$ cat config.mk
export PLATFORM = sky130hd
export DESIGN_NAME = gate_mux_arbiter
export DESIGN_NICKNAME = d
export VERILOG_FILES = /design/src/rtl/gate_mux_pkg.sv /design/src/rtl/mux_gate_unit.sv /design/src/rtl/gate_mux_arbiter.sv
export SDC_FILE = /design/constraint.sdc
export NUM_CORES = 1
export LEC_CHECK = 0
export CAP_MARGIN = 20
export CORE_MARGIN = 10
export CORE_UTILIZATION = 50
export DETAILED_ROUTE_END_ITERATION = 10
export HOLD_SLACK_MARGIN = 0.08
export PLACE_DENSITY = 0.77
export RECOVER_POWER = 25
export SYNTH_ARGS = -nofsm -noshare
export SYNTH_HDL_FRONTEND = slang
export SYNTH_SLANG_ARGS = --single-unit
$ cat constraint.sdc
create_clock -name clk -period 7.6 [get_ports clk]
set_input_delay 1.52 -clock clk [delete_from_list [all_inputs] [get_ports clk]]
set_output_delay 1.52 -clock clk [all_outputs]
set_load 0.02 [all_outputs]
$ cat src/rtl/gate_mux_pkg.sv
// Shared types for the gate-mux arbiter: opcodes, FSM states and the per-bit
// mux data-input selects, plus a helper that resolves a select to a bit.
package gate_mux_pkg;

   typedef enum logic [2:0] {
      OP_AND  = 3'd0,
      OP_OR   = 3'd1,
      OP_XOR  = 3'd2,
      OP_XNOR = 3'd3,
      OP_NAND = 3'd4,
      OP_NOR  = 3'd5
   } op_e;

   typedef enum logic [1:0] {
      IDLE = 2'd0,
      EXEC = 2'd1,
      RESP = 2'd2
   } state_e;

   typedef enum logic [1:0] {
      ZERO = 2'd0,
      ONE  = 2'd1,
      B    = 2'd2,
      NB   = 2'd3
   } sel_e;

   function automatic logic sel_bit(input sel_e sel, input logic b_bit);
      case (sel)
         ZERO:    return 1'b0;
         ONE:     return 1'b1;
         B:       return b_bit;
         default: return ~b_bit;
      endcase
   endfunction

   // Opcodes 6 and 7 have no enum member and produce a zero result.
   function automatic logic is_illegal_op(input logic [2:0] op);
      return op > 3'd5;
   endfunction

endpackage

$ cat src/rtl/mux_gate_unit.sv
// Combinational logic unit: every result bit is a 2:1 mux selected by a[k],
// with the two data inputs chosen from {0, 1, b[k], ~b[k]} by the opcode.
module mux_gate_unit
   import gate_mux_pkg::*;
#(
   parameter int W = 8
) (
   input  logic [2:0]   op,
   input  logic [W-1:0] a,
   input  logic [W-1:0] b,
   output logic [W-1:0] y
);

   sel_e d1;
   sel_e d0;

   // Illegal opcodes keep both selects at ZERO, forcing y to 0.
   always_comb begin
      d1 = ZERO;
      d0 = ZERO;
      case (op_e'(op))
         OP_AND:  begin d1 = B;    d0 = ZERO; end
         OP_OR:   begin d1 = ONE;  d0 = B;    end
         OP_XOR:  begin d1 = NB;   d0 = B;    end
         OP_XNOR: begin d1 = B;    d0 = NB;   end
         OP_NAND: begin d1 = NB;   d0 = ONE;  end
         OP_NOR:  begin d1 = ZERO; d0 = NB;   end
         default: begin d1 = ZERO; d0 = ZERO; end
      endcase
   end

   always_comb begin
      y = '0;
      for (int k = 0; k < W; k++) begin
         y[k] = a[k] ? sel_bit(d1, b[k]) : sel_bit(d0, b[k]);
      end
   end

endmodule

$ cat src/rtl/gate_mux_arbiter.sv
// Round-robin arbiter feeding a single mux-based logic unit; one transaction in
// flight (IDLE -> EXEC -> RESP). Define GATE_MUX_ERR_EN to add the rsp_err output.
module gate_mux_arbiter
   import gate_mux_pkg::*;
#(
   parameter int NREQ = 4,
   parameter int W    = 8
) (
   input  logic                     clk,
   input  logic                     rst_n,
   input  logic [NREQ-1:0]          req_valid,
   output logic [NREQ-1:0]          req_ready,
   input  logic [3*NREQ-1:0]        req_op,
   input  logic [W*NREQ-1:0]        req_a,
   input  logic [W*NREQ-1:0]        req_b,
   output logic                     rsp_valid,
   input  logic                     rsp_ready,
   output logic [$clog2(NREQ)-1:0]  rsp_id,
   output logic [W-1:0]             rsp_y,
   output logic                     busy
`ifdef GATE_MUX_ERR_EN
   ,
   output logic                     rsp_err
`endif
);

   localparam int IW = $clog2(NREQ);

   state_e         state;
   state_e         state_next;
   logic [IW-1:0]  ptr;
   logic           found;
   logic [IW-1:0]  gnt_idx;
   logic [2:0]     gnt_op;
   logic [W-1:0]   gnt_a;
   logic [W-1:0]   gnt_b;
   logic [2:0]     lat_op;
   logic [W-1:0]   lat_a;
   logic [W-1:0]   lat_b;
   logic [IW-1:0]  lat_id;
   logic [W-1:0]   unit_y;

   // Search upward from ptr with wrap-around; the first valid requester wins.
   always_comb begin : grant_search
      int j;
      found   = 1'b0;
      gnt_idx = '0;
      gnt_op  = '0;
      gnt_a   = '0;
      gnt_b   = '0;
      for (int k = 0; k < NREQ; k++) begin
         j = int'(ptr) + k;
         if (j >= NREQ) j = j - NREQ;
         if (!found && req_valid[j]) begin
            found   = 1'b1;
            gnt_idx = IW'(j);
            gnt_op  = req_op[3*j +: 3];
            gnt_a   = req_a[W*j +: W];
            gnt_b   = req_b[W*j +: W];
         end
      end
   end

   always_comb begin
      req_ready = '0;
      if (state == IDLE && found) req_ready[gnt_idx] = 1'b1;
   end

   always_comb begin
      state_next = state;
      case (state)
         IDLE:    if (found) state_next = EXEC;
         EXEC:    state_next = RESP;
         RESP:    if (rsp_ready) state_next = IDLE;
         default: state_next = IDLE;
      endcase
   end

   assign busy = (state != IDLE);

   mux_gate_unit #(.W(W)) u_unit (
      .op (lat_op),
      .a  (lat_a),
      .b  (lat_b),
      .y  (unit_y)
   );

   // Reset drops any in-flight transaction without issuing a response.
   always_ff @(posedge clk) begin
      if (!rst_n) begin
         state     <= IDLE;
         ptr       <= '0;
         rsp_valid <= 1'b0;
         rsp_y     <= '0;
         rsp_id    <= '0;
         lat_op    <= '0;
         lat_a     <= '0;
         lat_b     <= '0;
         lat_id    <= '0;
`ifdef GATE_MUX_ERR_EN
         rsp_err   <= 1'b0;
`endif
      end else begin
         state <= state_next;
         case (state)
            IDLE: begin
               if (found) begin
                  lat_op <= gnt_op;
                  lat_a  <= gnt_a;
                  lat_b  <= gnt_b;
                  lat_id <= gnt_idx;
                  ptr    <= (gnt_idx == IW'(NREQ-1)) ? '0 : gnt_idx + IW'(1);
               end
            end
            EXEC: begin
               rsp_y     <= unit_y;
               rsp_id    <= lat_id;
               rsp_valid <= 1'b1;
`ifdef GATE_MUX_ERR_EN
               rsp_err   <= is_illegal_op(lat_op);
`endif
            end
            RESP: begin
               if (rsp_ready) rsp_valid <= 1'b0;
            end
            default: ;
         endcase
      end
   end

endmodule

# Yosys cells after proc, flatten, opt, wreduce, memory -nomap -nowiden
# Index checks and enable logic that the tools add are counted.
totals:
  regBits: 36
  inputBits: 83
  out_inout_bits: 16
  wordCells: 157
op_classes:
  add_sub_neg: 8
  multipliers: 4
  n_lt_le_gt_ge: 10
  n_eq_ne: 14
  n_shift: 12
  muxes: 71
  n_bitwise: 8
  n_reduce_logical: 21
ops:
  columns: ["op", "count"]
  rows:
  - ["32-bit by 32-bit variable part select with 8-bit output", 8]
  - ["32-bit by 4-bit less-than comparator with 1-bit output, second input constant", 4]
  - ["3-bit by 32-bit multiplier with 32-bit output, first input constant", 4]
  - ["32-bit 2-to-1 mux", 4]
  - ["12-bit by 32-bit variable part select with 3-bit output", 4]
  - ["8-bit 2-to-1 mux", 8]
  - ["1-bit case mux with 3 select lines", 16]
  - ["1-bit 2-to-1 mux", 22]
  - ["2-bit case mux with 3 select lines", 3]
  - ["2-bit 2-to-1 mux", 7]
  - ["3-bit 2-to-1 mux", 4]
  - ["3-bit by 3-bit subtractor with 4-bit output, second input constant", 3]
  - ["3-bit greater-or-equal comparator, second input constant", 3]
  - ["1-bit binary-select mux with 2-bit select", 4]
  - ["2-bit == test, second input constant", 4]
  - ["1-bit inverter", 8]
  - ["2-bit OR reduction", 4]
  - ["2-bit by 2-bit adder with 3-bit output, second input constant", 2]
  - ["2-bit by 1-bit == test with 1-bit output, second input constant", 3]
  - ["3-bit by 2-bit == test with 1-bit output, second input constant", 2]
  - ["3-bit == test, second input constant", 2]
  - ["2-bit zero test", 3]
  - ["2-bit AND reduction", 3]
  - ["1-bit logical AND", 5]
  - ["other kinds (14)", 18]

# Longest topological paths before layout
logic_depth:
  word_depth: 20
  depth_mapped: 17
  ltp_nobuf: 11

# Hierarchy
# From an unflattened synthesis, not the netlist that was laid out.
hier_totals:
  hier_cells: 626
  area_unflattened_um2: 5317.6
by_module_without_submodules:
  columns: ["mod", "instances", "cells_each", "area_each_um2", "seq_area_each_um2"]
  rows:
  - ["gate_mux_arbiter", 1, 554, 4773.3, 720.7]
  - ["mux_gate_unit", 1, 72, 544.3, 0.0]

# Worst setup path before layout
# Ideal clock, no wire load.
synth_timing:
  path_kind: "register -> output"
  from: "reg ptr[1]"
  to: "out req_ready[3]"
  t_arrival_ns: 3.226
  required_ns: 6.080
  setup_slack_ns: 2.854
  path_stages_with_launch: 17
  n_path_buf: 8
  cell_sequence: "dfxtp_1 buf_6 clkbuf_1 inv_1 clkbuf_1 ha_1 buf_2 buf_4 buf_2 buf_2 buf_2 nor2_1 o21a_1 nor2_1 inv_1 ha_1 and2_1"
synth_between:
  elab_chain_len: 20
  word_cells_on_any_way: 48
  classes_between: "add/sub: 7; order compare: 6; mux: 27; reduce/logical: 8"
synth_lines:
  columns: ["element", "line_no", "source"]
  rows:
  - ["start: declaration", "gate_mux_arbiter.sv:31", "logic [IW-1:0] ptr;"]
  - ["start signal: assignment", "gate_mux_arbiter.sv:112", "ptr <= (gnt_idx == IW'(NREQ-1)) ? '0 : gnt_idx + IW'(1);"]
  - ["parallel branches: the longest is 14 deep, another holds 3-bit by 3-bit subtractor with 4-bit output", null, null]
  - ["2-bit 2-to-1 mux (*)", "gate_mux_arbiter.sv:54", "if (!found && req_valid[j]) begin"]
  - ["via gnt_idx[1]", "gate_mux_arbiter.sv:33", "logic [IW-1:0] gnt_idx;"]
  - ["2-bit by 3-bit less-than comparator with 1-bit output (not written as such) / 2-bit by 1-bit greater-or-equal comparator with 1-bit output (equally long branches)", "gate_mux_arbiter.sv:66", "if (state == IDLE && found) req_ready[gnt_idx] = 1'b1;"]
  - ["1-bit logical AND (not written as such)", "gate_mux_arbiter.sv:66", null]
  - ["1-bit 2-to-1 mux (not written as such)", "gate_mux_arbiter.sv:66", null]
  - ["1-bit demux with 2-bit select (*)", "gate_mux_arbiter.sv:66", null]
  - ["4-bit 2-to-1 mux (*)", "gate_mux_arbiter.sv:66", null]
  - ["end: declaration", "gate_mux_arbiter.sv:12", "output logic [NREQ-1:0] req_ready,"]
# Mark *: on every way through the listed nets, which the timed path passes. The select of a mux whose other input is x is not followed.

# Worst setup path after layout
layout_timing:
  from: "reg ptr[0]"
  to: "out req_ready[3]"
# The elaborated chain is that of the path after synthesis.

==> summary.txt <==
Critical path
  – FF-to-FF Start: ptr[0]
  – Crit Path Category: reg -> out
  – Worst r2r dst: lat_b[2]
  – Worst-path fanout max: 76
  – Critical path capture point type: output pin
  – Cell mode on critical path: inv_1
  – CP max stage cell: buf_4
  – Worst EP arrival: 4.72 ns
  – CP max stage delay: 0.79 ns
  – R2R depth: 9
  – FF-to-FF setup slack: 3.32 ns
  – CP Launch Type: register
  – Critical Path RT: 6.08 ns
  – CP cell instances: inv_1, ha_4, buf_4, mux4_2, nor2b_1, o21ai_0, o21a_1, inv_1, ha_1, and2_1, clkdlybuf4s50_1

Floorplanning
  – Row Count: 37
  – Die area: 0.0153 mm²
  – Die W: 124 µm
  – Initial core utilization: 51.7%
  – CORE AREA: 0.0104 mm²
  – Die height: 124 µm
  – IO Pins: 99

CTS
  – CTS sink count: 36
  – Hold_buf cts: 0
  – H-tree levels: 2
  – TritonCTS clock tree: yes
  – CTS max path bufs: 2
  – Clock Tree Root: clkbuf_8
  – Setup bufs post-CTS: 0
  – Clk Latency, worst-skew pair: 0.29 ns
  – TritonCTS Buffers: 5
  – Post-CTS Resized: 0
  – Clock transition at path regs: 0.07 ns

Logic synthesis
  – Post-Synth Simple-Gate Area: 15.1%
  – #FFs+latches synth: 36
  – Combinational family with the most area after synthesis: multiplexers
  – Post-Synth Adder-Cell Area: 3.36%
  – Mean Syn Cell Area: 8.28 µm²
  – Synthesized Nets: 742
  – Synth async-reset ratio: 0%
  – Cell variety after synth: 59
  – Top cell type's share of synthesized area: 20.6%
  – EDFF count, synth: 0
  – Most used DFF post-synth: dfxtp_1
  – Syn Inst Count: 647
  – Sequential cell area fraction in the yosys report: 13.4%
  – Xor and xnor area share after synthesis: 1.31%
  – Synth area leader: mux4_2
  – Ranking of synthesized cells by area: mux4_2 (21%), dfxtp_1 (13%), mux2i_1 (13%)
  – Mapped cell area: 0.00536 mm²
  – Multiplexer share of the synthesized area: 35.0%
  – Synth warnings: 0
  – Synth Area in Compound Gates: 23.7%

Timing
  – Final worst path period need: 6.24 ns
  – Setup_tns: 0 ns
  – Fmax: 160 MHz
  – Slew Limit Fails: 0
  – RSZ-0062 raised after global routing: no
  – Worst rel slew slack: 29.1%
  – Worst Tran Pin Value: 1.06 ns
  – Worst Skew: 0.00822 ns
  – Post-route setup slack: 1.36 ns
  – Final period utilization: 82.2%
  – Hold Slack: 0.505 ns
  – Setup-failing EPs final: 0
  – Final Hold Vio Count: 0

Global route
  – Global route overflow: 0
  – GRT Total Usage: 20.6%
  – First-pass GRT wire length: 26200 µm
  – Number of global-route vias before repair: 5189
  – Pin count of the biggest net entering global routing: 77
  – Initial antenna violation count: 0

Drt
  – Routed len/inst: 19.4 µm
  – Post-route ant nets: 0
  – Post-Route WL: 16200 µm
  – Initial DRC count: 506
  – Vias: 5351
  – Vias per inst: 6.43
  – DRC: 0
  – 1st-pass router iterations: 5

Power and ir drop
  – PwrDens: 441 mW/mm²
  – Total power: 2.82 mW
  – Leakage: 2.28 nW
  – Max VDD drop: 0.234 mV

Finish
  – Diode count: 0
  – Layout area overhead: 19.1%
  – Non-Filler Instances: 832
  – Share of layout cells above drive strength 1: 12.9%
  – Final net count: 790

Worst hold path
  – WHS Endpoint: rsp_y[7]
  – Hold_sp: rsp_y[7]
  – WHS Path Cells: 1
  – Worst hold path class: reg -> reg

Job
  – Max-Cap Viols: 0

Placement
  – Final HPWL DP: 12100 µm
  – Placed Cells: 821
  – PortBufs: 98
  – Pre-CTS setup slack: 1.49 ns
  – GP Congestion: 0.944

Run status
  – Status: completed
## report_power, final
part / internal [mW] / total (mW) / leakage [nW] / switching [mW]
combinational: 1.04 / 2.24 / 1.92 / 1.20
clock: 0.0974 / 0.167 / 0.0552 / 0.0693
sequential: 0.272 / 0.414 / 0.299 / 0.142
total: 1.41 / 2.82 / 2.28 / 1.41
## cells in the mapped netlist, drive strengths merged (3+ instances only)
cell type  number
nand2          75
o21ai          70
mux2i          68
mux4           49
nor2           37
dfxtp          36
buf            34
clkbuf         32
a31oi          26
inv            24
a21oi          22
o22ai          19
nand3          17
o211ai         17
ha             12
nor2b          11
a22oi           9
mux2            8
xnor2           8
and2            7
a211oi          5
a21o            5
nand2b          5
o21a            5
maj3            3
nand3b          3
nand4           3
nor3b           3
nor4            3
o211a           3
## final cells by class
cell class / instances / area [µm²]
Inverter: 26 / 97.6
Multi-Input combinational cell: 519 / 4220
Tap cell: 136 / 170
Clock inverter: 2 / 35.0
Clock buffer: 6 / 72.6
Fill cell: 925 / 3990
Sequential cell: 36 / 724
Timing Repair Buffer: 107 / 1060
## worst max-delay path, delay by kind of cell, from the launching register on
kind | cells | cell delay [ns]
AOI/OAI and AO/OA | 2 | 0.42
buffers and inverters | 4 | 1.91
muxes | 1 | 0.43
and+or+nand+nor | 2 | 0.30
adders and majority gates | 2 | 0.64
DFF | 1 | 0.72
## placed cells by master (no fill, tap or decap), types with 3 or more instances in the layout
master,n
a211oi_1,4
mux4_2,49
a22oi_1,9
mux2_2,8
clkbuf_8,5
o22ai_1,19
mux2i_1,68
o21a_1,5
a21oi_1,22
o21ai_1,16
a31oi_1,26
nor4_1,3
o21ai_0,54
nand2_1,75
o211a_1,3
nor2_1,36
nor2b_1,11
buf_4,7
nand3b_1,3
clkdlybuf4s50_1,96
ha_1,11
and2_1,7
nand2b_1,4
inv_1,24
a21o_1,5
o211ai_1,7
maj3_1,3
o211ai_2,10
nand4_1,3
dfxtp_1,35
xnor2_1,8
nand3_1,17
## logic make-up (layout without fill, tap and decap cells)
logic type	count (synthesis)	after routing
compound gates	196	196
xor+xnor	8	8
fa+ha+maj	15	15
buf+inv	92	141
flops	36	36
mux	125	125
other cells	1	1
simple gates	174	174
## how the worst max path moves through the flow
stage	depth (start not counted)	from	endpoint
2_1_floorplan	16	ptr[1]	req_ready[3]
3_3_place_gp	10	req_valid[3]	req_ready[3]
3_5_place_dp	10	req_valid[3]	req_ready[3]
4_1_cts	11	ptr[0]	req_ready[3]
5_1_grt	11	ptr[0]	req_ready[3]
6_report	11	ptr[0]	req_ready[3]
## through the flow
step	area [µm²]	util, %
2_1_floorplan	5360	-
3_3_place_gp	6240	60.1
3_5_place_dp	6240	60.1
4_1_cts	6340	61.2
5_1_grt	6380	61.6
6_report	6380	61.6
## state kept, by name (all words and copies together) (netlist names)
register   count
lat_op         3
lat_b          8
rsp_id         2
rsp_y          8
lat_a          8
ptr            2
lat_id         2
rsp_valid      1
state          2
## layer usage
metal / global-route usage, % / vias up / routed length [µm]
li1: - / 2530 / -
met1: 27.6 / 2606 / 7140
met2: 34.7 / 202 / 7860
met3: 2.92 / 13 / 1040
met4: 3.93 / 0 / 131
met5: 0 / - / 0
Note: power is estimated with default switching activity, not from simulation.
